File: config.mk
export PLATFORM = sky130hd
export DESIGN_NAME = div_unit
export DESIGN_NICKNAME = d
export VERILOG_FILES = /design/src/rtl/div_unit.sv
export SDC_FILE = /design/constraint.sdc
export NUM_CORES = 1
export LEC_CHECK = 0
export BUFFER_PORTS_ARGS = -buffer_cell sky130_fd_sc_hd__buf_4
export CAP_MARGIN = 20
export CORE_UTILIZATION = 33
export DETAILED_ROUTE_END_ITERATION = 10
export PLACE_DENSITY_LB_ADDON = 0.2
export REMOVE_ABC_BUFFERS = 1
export SLEW_MARGIN = 40
export SYNTH_ARGS = -nofsm -noshare
export SYNTH_HDL_FRONTEND = slang
export SYNTH_SLANG_ARGS = --single-unit
File: constraint.sdc
create_clock -name clk -period 4.05 [get_ports clk]
set_input_delay 0.405 -clock clk [delete_from_list [all_inputs] [get_ports clk]]
set_output_delay 0.405 -clock clk [all_outputs]
set_load 0.05 [all_outputs]
File: src/rtl/div_unit.sv
// div_unit: iterative radix-2 restoring divider for DIV/DIVU/REM/REMU.
// Launch with a one-cycle start pulse in IDLE; busy stays high until the
// one-cycle done pulse, which carries the registered result.
// Optional feature macro: DIV_EARLY_OUT_EN. When defined, divide-by-zero
// and signed overflow skip the iteration (IDLE -> DONE). When undefined,
// every operation takes the full CALC/FIX path (constant time).
module div_unit #(
    parameter int WIDTH = 32
) (
    input  logic             clk,
    input  logic             rst_n,
    input  logic             start,
    input  logic             flush,
    input  logic [3:0]       div_ctrl,
    input  logic [WIDTH-1:0] op1,
    input  logic [WIDTH-1:0] op2,
    output logic             busy,
    output logic             done,
    output logic [WIDTH-1:0] result
);

    localparam int CW = (WIDTH > 1) ? $clog2(WIDTH) : 1;
    localparam logic [WIDTH-1:0] MIN_NEG = {1'b1, {(WIDTH-1){1'b0}}};

    typedef enum logic [1:0] {
        S_IDLE = 2'd0,
        S_CALC = 2'd1,
        S_FIX  = 2'd2,
        S_DONE = 2'd3
    } state_t;

    state_t           state_q;
    logic [CW-1:0]    cnt_q;
    logic [WIDTH-1:0] rem_q;
    logic [WIDTH-1:0] quo_q;
    logic [WIDTH-1:0] divisor_q;
    logic             neg_quo_q;
    logic             neg_rem_q;
    logic             rem_op_q;
    logic             special_q;
    logic [WIDTH-1:0] special_res_q;
    logic             busy_q;
    logic             done_q;
    logic [WIDTH-1:0] result_q;

    // Launch-time decode of the raw operands.
    logic             valid_op;
    logic             is_signed;
    logic             is_rem;
    logic             sign1;
    logic             sign2;
    logic [WIDTH-1:0] abs1;
    logic [WIDTH-1:0] abs2;
    logic             special;
    logic [WIDTH-1:0] special_res;

    // Iteration and sign-fix next values.
    logic [WIDTH:0]   trial;
    logic             ge;
    logic [WIDTH-1:0] rem_d;
    logic [WIDTH-1:0] quo_d;
    logic [WIDTH-1:0] fix_res_d;

    // Decode the requested op, operand magnitudes and RISC-V special cases.
    always_comb begin
        valid_op    = (div_ctrl[3:2] == 2'b11);
        is_signed   = ~div_ctrl[0];
        is_rem      = div_ctrl[1];
        sign1       = is_signed & op1[WIDTH-1];
        sign2       = is_signed & op2[WIDTH-1];
        abs1        = sign1 ? (~op1 + 1'b1) : op1;
        abs2        = sign2 ? (~op2 + 1'b1) : op2;
        special     = 1'b0;
        special_res = '0;
        if (op2 == '0) begin
            special     = 1'b1;
            special_res = is_rem ? op1 : '1;
        end else if (is_signed && (op1 == MIN_NEG) && (op2 == '1)) begin
            special     = 1'b1;
            special_res = is_rem ? '0 : MIN_NEG;
        end
    end

    // One restoring step and the final sign correction / result select.
    always_comb begin
        // The remainder is always below the divisor, so the difference fits
        // in WIDTH bits and the carry-out can be dropped.
        trial     = {rem_q, quo_q[WIDTH-1]};
        ge        = (trial >= {1'b0, divisor_q});
        rem_d     = ge ? (trial[WIDTH-1:0] - divisor_q) : trial[WIDTH-1:0];
        quo_d     = {quo_q[WIDTH-2:0], ge};
        fix_res_d = '0;
        if (special_q) begin
            fix_res_d = special_res_q;
        end else if (rem_op_q) begin
            fix_res_d = neg_rem_q ? (~rem_q + 1'b1) : rem_q;
        end else begin
            fix_res_d = neg_quo_q ? (~quo_q + 1'b1) : quo_q;
        end
    end

    // Control FSM with registered busy/done/result; flush aborts silently.
    always_ff @(posedge clk) begin
        if (!rst_n) begin
            state_q       <= S_IDLE;
            cnt_q         <= '0;
            rem_q         <= '0;
            quo_q         <= '0;
            divisor_q     <= '0;
            neg_quo_q     <= 1'b0;
            neg_rem_q     <= 1'b0;
            rem_op_q      <= 1'b0;
            special_q     <= 1'b0;
            special_res_q <= '0;
            busy_q        <= 1'b0;
            done_q        <= 1'b0;
            result_q      <= '0;
        end else begin
            done_q <= 1'b0;
            case (state_q)
                S_IDLE: begin
                    if (start && valid_op && !flush) begin
                        rem_q         <= '0;
                        quo_q         <= abs1;
                        divisor_q     <= abs2;
                        neg_quo_q     <= sign1 ^ sign2;
                        neg_rem_q     <= sign1;
                        rem_op_q      <= is_rem;
                        special_q     <= special;
                        special_res_q <= special_res;
                        cnt_q         <= '0;
                        busy_q        <= 1'b1;
`ifdef DIV_EARLY_OUT_EN
                        if (special) begin
                            result_q <= special_res;
                            done_q   <= 1'b1;
                            state_q  <= S_DONE;
                        end else begin
                            state_q <= S_CALC;
                        end
`else
                        state_q <= S_CALC;
`endif
                    end
                end
                S_CALC: begin
                    if (flush) begin
                        state_q <= S_IDLE;
                        busy_q  <= 1'b0;
                    end else begin
                        rem_q <= rem_d;
                        quo_q <= quo_d;
                        cnt_q <= cnt_q + CW'(1);
                        if (cnt_q == CW'(WIDTH - 1)) begin
                            state_q <= S_FIX;
                        end
                    end
                end
                S_FIX: begin
                    if (flush) begin
                        state_q <= S_IDLE;
                        busy_q  <= 1'b0;
                    end else begin
                        result_q <= fix_res_d;
                        done_q   <= 1'b1;
                        state_q  <= S_DONE;
                    end
                end
                default: begin
                    state_q <= S_IDLE;
                    busy_q  <= 1'b0;
                end
            endcase
        end
    end

    assign busy   = busy_q;
    assign done   = done_q;
    assign result = result_q;

endmodule

---- Word level (Yosys, flattened, before mapping) ----
Cells that the tools add are included.
cells by class
  add/sub/neg operators ................... 6
  magnitude comparators ................... 1
  equality and inequality tests ........... 10
  mux-type cells .......................... 31
  bitwise gates (word level) .............. 9
  reductions and logical operators ........ 15
operator list
  cell                                           count
  two-way mux 32 bit                             15
  adder 32 x 1 -> 32 bit, second input constant  4
  inverter 32 bit                                4
  case mux 32 bit (2 select lines)               2
  == test 32 bit, second input constant          2
  greater-or-equal comparator 33 x 32 -> 1 bit   1
  logical NOT 32 bit                             1
  subtractor 32 bit                              1
  two-way mux 5 bit                              2
  case mux 5 bit (2 select lines)                1
  AND reduction 2 bit                            5
  two-way mux 2 bit                              4
  case mux 2 bit (3 select lines)                1
  adder 5 x 1 -> 5 bit, second input constant    1
  == test 5 bit, second input constant           1
  two-way mux 1 bit                              5
  == test 2 bit, second input constant           2
  logical AND 1 bit                              4
  inequality test 2 bit, second input constant   2
  inequality test 3 bit, second input constant   1
  AND reduction 3 bit                            1
  bitwise AND 1 bit                              2
  == test 2 x 1 -> 1 bit, second input constant  1
  logical NOT 2 bit                              1
  7 further kinds                                8
storage, ports and cells
  register bits ........................... 173
  input port bits ......................... 72
  logic and storage cells ................. 85

---- Longest topological paths before layout ----
Gate-level depths: netlist of the first run.
  word-level depth ........................ 5
  depth in mapped cells ................... 12
  depth with buffers taken out ............ 12

---- Least setup slack after synthesis of the first run ----
No wires, ideal clock.
  kind .................................... reg-to-reg
  start ................................... reg rem_q[8]
  end ..................................... reg rem_q[29]
  library setup time ...................... 125 ps
  data arrival time ....................... 2,815 ps
  data required time ...................... 3,925 ps
  setup slack ............................. 1,110 ps
  cell stages (with the launch flop) ...... 12
  buffers on the path ..................... 2
  clock period less this slack ............ 2,940 ps
  cell sequence ........................... dfxtp_1 > ha_1 > buf_2 > nand3_1 > or4_1 > a211o_1 > a31oi_4 > a31oi_4 > o211a_2 > buf_2 > a32oi_1 > o31ai_1
between the ends
  word-level cells in the longest chain between the ends .. 4
  elaborated cells between the ends (all ways) .. 5
RTL lines
  what                                                                                      line    source
  from (decl)                                                                               34      logic [WIDTH-1:0] rem_q;
  from (signal assigned)                                                                    151     rem_q <= rem_d;
  subtractor 32 bit / greater-or-equal comparator 33 x 32 -> 1 bit (equally long branches)  90, 89
  two-way mux 32 bit *                                                                      90      rem_d = ge ? (trial[WIDTH-1:0] - divisor_q) : trial[WIDTH-1:0];
  two-way mux 32 bit *                                                                      147     if (flush) begin
  case mux 32 bit (2 select lines) *                                                        120     case (state_q)
Mark *: on every way between the ends. The rest lies on a longest branch, timed or not. The select of a mux whose other input is x is not followed.
A chain may end at the register's enable or synchronous reset.

---- Worst setup path in the final report of the first run ----
  start ................................... reg rem_q[8]
  end ..................................... reg rem_q[11]
The elaborated chain is that of the path after synthesis.

==> out/metrics.cfg, run 1 <==
[final_layout]
utilization=0.383
drive_gt1_frac=0.121
diodes=0
syn_to_final_growth_pct=14.3
final_common_cell=nand2_1
layout_common_cells=nand2_1 (193), dfxtp_1 (171), buf_4 (138), nand3_1 (114), nor2_1 (103)
nNetsFinal=1785

[global_routing]
busiest_layer=met2
grt_pass1_vias=10983
grt_pass1_wl_um=61700
grtUsageMet3=0.0304
antenna_found_initial=0
grt_max_degree=64
grt-ovfl-total=0
gr-usage-met2=0.319
use_met1=0.286
groute.usage.overall=0.204

[routing]
routed_via_density=5.50
drc=0
drtAntennaViolNets=0
wl_um=38400
dr.pass1.iters=5
wl_per_cell_um=17.9
vias=11822
initialDrtViolationCount=924

[power_and_ir_drop]
p_total_uw=5040
seqPwrFrac=0.359
leakage_uw=0.00559
switchingPower_uw=1780
switching_share=0.352
clkPwrFrac=0.330
powerDensity_mw_per_mm2=358
vdd_ir_drop_max_v=0.000221
comb_power_share=0.311
p_int_uw=3270

[placement]
portBuffers=105
gp_congestion=0.850
hpwl_um=28200

[hold_path]
hold_class=in -> reg

[floorplan]
die_h_um=195
rows=70
die_w_um=195
dieArea_mm2=0.0381
initial_core_util=0.336
pin_count=106
core_area_mm2=0.0367

[outcome]
status=finished, final reports clean

[synthesis]
seq_area_frac_synth=0.281
yosysTopAreaCellShare=0.281
avgSynthCellArea_um2=7.61
synth.area.top_cells=dfxtp_1 (28%), nand2_1 (5.9%), xor2_1 (5.1%), xnor2_1 (5.0%), nand3_1 (4.6%)
syn_area_mm2=0.0123
synth_edf_count=0
async_reset_ff_frac=0
synthFlopType=dfxtp_1
yosys.area.top_type=dfxtp_1
synth_cell_types=78
syn-instance-count=1619
ys_ff_latch=173
yosysWarnings=0

[clock_tree]
hold_buffers=0
cts_inserted_buffers=17
cts-htree-levels=4
ctsResizeCount=0
clock_sinks=173
postCtsSetupBuffers=0
path_clk_slew_ns=0.07
cts_tree=done
clock_latency_ns=0.45
clock_path_buffers=2
clockRootBuffer=clkbuf_16

[worst_setup_path]
cp_top_family=compound AO/OA/AOI/OAI gates
path_cells=ha_1 -> nand3_1 -> or4_1 -> a211o_1 -> a31oi_4 -> a31oi_4 -> o211a_2 -> buf_4 -> a32oi_1 -> o31ai_1
arrival_ns=3.82
setup.worst_path.end_class=flop
critPathKind=reg -> reg
crit_fanout=25
critPathMaxStageDelay_ns=0.54
slowest_stage=or4_1
path_common_cell=a31oi_4
path_buf_inv=1
cp_data_required_time_ns=4.37
cp-start-kind=flop

[timing]
finalMaxSlewViolations=0
hold_viol=0
tightest_slew_ns=0.776
finalSetupViolCount=0
rsz0062_at_grt=false
fin_tns_setup_ns=0
period_share=0.865
slew_headroom=0.483
fmax_mhz=285
min_period_ns=3.50
skew_ns=0.0117

[job]
cap_violations=0

-- logic make-up (layout without fill, tap and decap cells) --
family / count (synthesis) / after routing / synth area share
and+or+nand+nor: 606 / 606 / 0.241
AOI/OAI and AO/OA: 471 / 471 / 0.267
buffers and inverters: 174 / 235 / 0.0576
DFF: 173 / 173 / 0.281
xor gates and xnor gates: 142 / 142 / 0.101
adders and majority gates: 44 / 44 / 0.0453
muxes: 9 / 9 / 0.00732
-- flip-flops by register name, summed over array words and instances, names as in the netlist --
name and cells:
done 1, special_q 1, special_res_q 32, busy 1, neg_rem_q 1, rem_q 32
state_q 2, divisor_q 32, result 32, quo_q 32, cnt_q 5, rem_op_q 1
neg_quo_q 1
-- cell usage after synthesis (all sizes together) (13+ instances only) --
master,instances
nor2,106
and3,15
nand2,193
xnor2,70
nand2b,36
nor3,28
nand3,114
clkbuf,82
o211a,30
a21oi,97
a31oi,20
o41ai,19
o31ai,23
ha,43
o21ai,98
nor4,17
nand4,18
and2,14
inv,67
nor2b,18
a211oi,35
a21boi,54
dfxtp,173
xor2,72
buf,25
or4,13
-- final cells by class --
type / instances / area [um^2]
clock buffers: 20 / 457
well taps: 468 / 586
flip-flops and latches: 173 / 3470
multi-input cells: 1272 / 8160
repair buffers: 138 / 1040
clock inverters: 10 / 118
fillers: 3844 / 22600
inverters: 67 / 251
-- path summary, 6_finish.rpt --
kind	from	end	slack, ns	cells after the start
worst max-delay path	rem_q[8]	rem_q[11]	0.55	10
worst min-delay path	op2[0]	divisor_q[0]	0.25	3
worst max register to register	rem_q[8]	rem_q[11]	0.55	10
worst min register to register	special_res_q[20]	special_res_q[20]	0.46	2
-- metal layers --
layer | wire length, um | vias to the layer above
li1 | - | 5905
met1 | 19000 | 5568
met2 | 17000 | 300
met3 | 1610 | 49
met4 | 752 | 0
met5 | 0 | -
-- power groups by stage --
| stage | sequential, uW | combinational (uW) | clock (uW) |
|---|---|---|---|
| 5_1_grt | 1820 | 1730 | 1760 |
| 2_1_floorplan | 1860 | 1020 | 0 |
| 3_3_place_gp | 1850 | 1560 | 0 |
| 4_1_cts | 1810 | 1560 | 1700 |
| 3_5_place_dp | 1850 | 1560 | 0 |
| 6_report | 1810 | 1570 | 1670 |
-- worst min-delay path: cells and delay by family --
kind / cells / cell delay (ns)
buffers and inverters: 1 / 0.13
AOI/OAI and AO/OA: 1 / 0.06
and+or+nand+nor: 1 / 0.05
-- through the flow --
stage | hold slack [ns] | cell area (um^2) | std cells | worst slack [ns]
2_1_floorplan | 0.436 | 11900 | 1512 | 0.443
3_3_place_gp | 0.446 | 13500 | 2118 | 0.652
3_5_place_dp | 0.457 | 13500 | 2118 | 0.556
4_1_cts | 0.242 | 14100 | 2148 | 0.557
5_1_grt | 0.257 | 14100 | 2148 | 0.353
6_report | 0.254 | 14100 | 2148 | 0.545
No activity file was read; power rests on OpenSTA's default activity.
==> run 2: changes to the inputs <==
Settings changed: REMOVE_ABC_BUFFERS 1 to default.
==> run 2 against run 1 <==
Register-to-register slack barely moved. Global-route usage up 1.1 points. Clock power rose by 4%. Maximum frequency grew 0.18%. Flip-flop and latch count unchanged. Combinational power barely moved. Via count increased by 0.58%. Cell count is 0.23% lower. Critical path depth down 1. Power up 1.3%. Count of clock-buffer cells in the layout rose by 3. Die area unchanged.
==> out/metrics.cfg, run 2 (synthesis results as in run 1) <==
[outcome]
status=finished, final reports clean

[timing]
rsz0062_at_grt=false
slew_headroom=0.433  ; -0.0503
setup_ws_ns=0.551  ; +0.00613 ns
finalSetupViolCount=0  ; unchanged
skew_ns=0.0154  ; +0.00365 ns
period_share=0.864  ; -0.00151
hold_viol=0  ; unchanged
fmax_mhz=286  ; +0.18%
finalMaxSlewViolations=0  ; unchanged
fin_tns_setup_ns=0  ; unchanged
tightest_slew_ns=0.843  ; +0.0676 ns
min_period_ns=3.50  ; -0.00613 ns

[power_and_ir_drop]
powerDensity_mw_per_mm2=362  ; +1.0%
leakage_uw=0.00559  ; about the same
vdd_ir_drop_max_v=0.000319  ; +44%
p_total_uw=5110  ; +1.3%

[worst_setup_path]
cp_data_required_time_ns=4.40  ; +0.03 ns
crit_fanout=18  ; -28%
setup.worst_path.end_class=flop
arrival_ns=3.85  ; +0.03 ns
cp-start-kind=flop
critPathKind=reg -> reg

[placement]
hpwl_um=30100  ; +6.6%
gp_congestion=0.860  ; +1.2%
portBuffers=105  ; unchanged
pre_cts_slack_ns=0.612  ; +0.0552 ns
placed_cell_area_mm2=0.0135  ; about the same

[final_layout]
stdcell_area_mm2=0.0141  ; +0.28%
final_common_cell=nand2_1
syn_to_final_growth_pct=14.6
drive_gt1_frac=0.119  ; -0.00195
layout_common_cells=nand2_1 (193), dfxtp_1 (171), buf_4 (127), nand3_1 (114), nor2_1 (103)
nNetsFinal=1778  ; -0.39%

[clock_tree]
cts-htree-levels=4  ; unchanged
clock_sinks=173  ; unchanged
ctsResizeCount=0  ; unchanged
clockRootBuffer=clkbuf_16
cts_inserted_buffers=17  ; unchanged
hold_buffers=0  ; unchanged
postCtsSetupBuffers=0  ; unchanged
path_clk_slew_ns=0.07  ; about the same
clock_path_buffers=2  ; unchanged
clock_latency_ns=0.45  ; about the same
cts_tree=done

[job]
cap_violations=0  ; unchanged

[floorplan]
pin_count=106  ; unchanged
initial_core_util=0.336  ; unchanged
dieArea_mm2=0.0381  ; unchanged
die_w_um=195  ; unchanged
rows=70  ; unchanged
core_area_mm2=0.0367  ; unchanged
die_h_um=195  ; unchanged

[hold_path]
hold_class=in -> reg

[global_routing]
antenna_found_initial=1  ; +1
groute.usage.overall=0.215  ; +0.0114
grt-ovfl-total=0  ; unchanged
grt_pass1_vias=11338  ; +3.2%
grt_pass1_wl_um=64500  ; +4.5%
grt_max_degree=94  ; +47%

[routing]
drtAntennaViolNets=0  ; unchanged
routed_via_density=5.55  ; +0.81%
drc=0  ; unchanged
wl_per_cell_um=19.1  ; +6.9%
wl_um=40900  ; +6.6%
vias=11890  ; +0.58%
dr.pass1.iters=5  ; unchanged
initialDrtViolationCount=894  ; -3.2%

[synthesis]
synth_fp_nets=1735

-- run 2: cell type report --
type	count	area [um^2]
timing repair buffer	131	1030
tap	468	586
fill	3861	22600
clock buffer	23	488
clock inverter	8	105
inverter	67	251
sequential	173	3470
antenna	1	2.50
multi-input combinational	1272	8180
-- run 2: report_power, final --
part           total [uW]  internal (uW)  switching [uW]  leakage [uW]
logic                1560            571             993       0.00391
registers            1820           1750            65.6       0.00140
clock network        1730            976             754      0.000282
-- run 2: worst paths after layout --
| check | start | to | slack, ns | cells past startpoint |
|---|---|---|---|---|
| max | rem_q[8] | rem_q[19] | 0.55 | 9 |
| min | op2[0] | divisor_q[0] | 0.25 | 3 |
| max reg2reg | rem_q[8] | rem_q[19] | 0.55 | 9 |
| min reg2reg | special_res_q[16] | special_res_q[16] | 0.47 | 2 |
-- run 2: layer usage --
layer / part of all wire / track usage
met5: 0 / 0
met1: 0.47 / 0.290
met2: 0.46 / 0.346
met3: 0.044 / 0.0314
met4: 0.030 / 0.0814
-- run 2: worst max-delay path, cell delays in order (launching register included) --
cell and delay, ns:
dfxtp_1 0.38, ha_1 0.43, nand3_1 0.19, or4_1 0.55
a211o_1 0.30, a31oi_4 0.31, a31oi_4 0.18, o211ai_4 0.56
nand2_1 0.26, o21ai_0 0.25
-- run 2: per-stage QoR --
step	std cells	util	hold slack, ns
2_1_floorplan	1619	-	0.436
6_report	2143	0.385	0.250
4_1_cts	2142	0.384	0.237
3_3_place_gp	2108	0.366	0.450
3_5_place_dp	2111	0.368	0.456
5_1_grt	2142	0.384	0.246
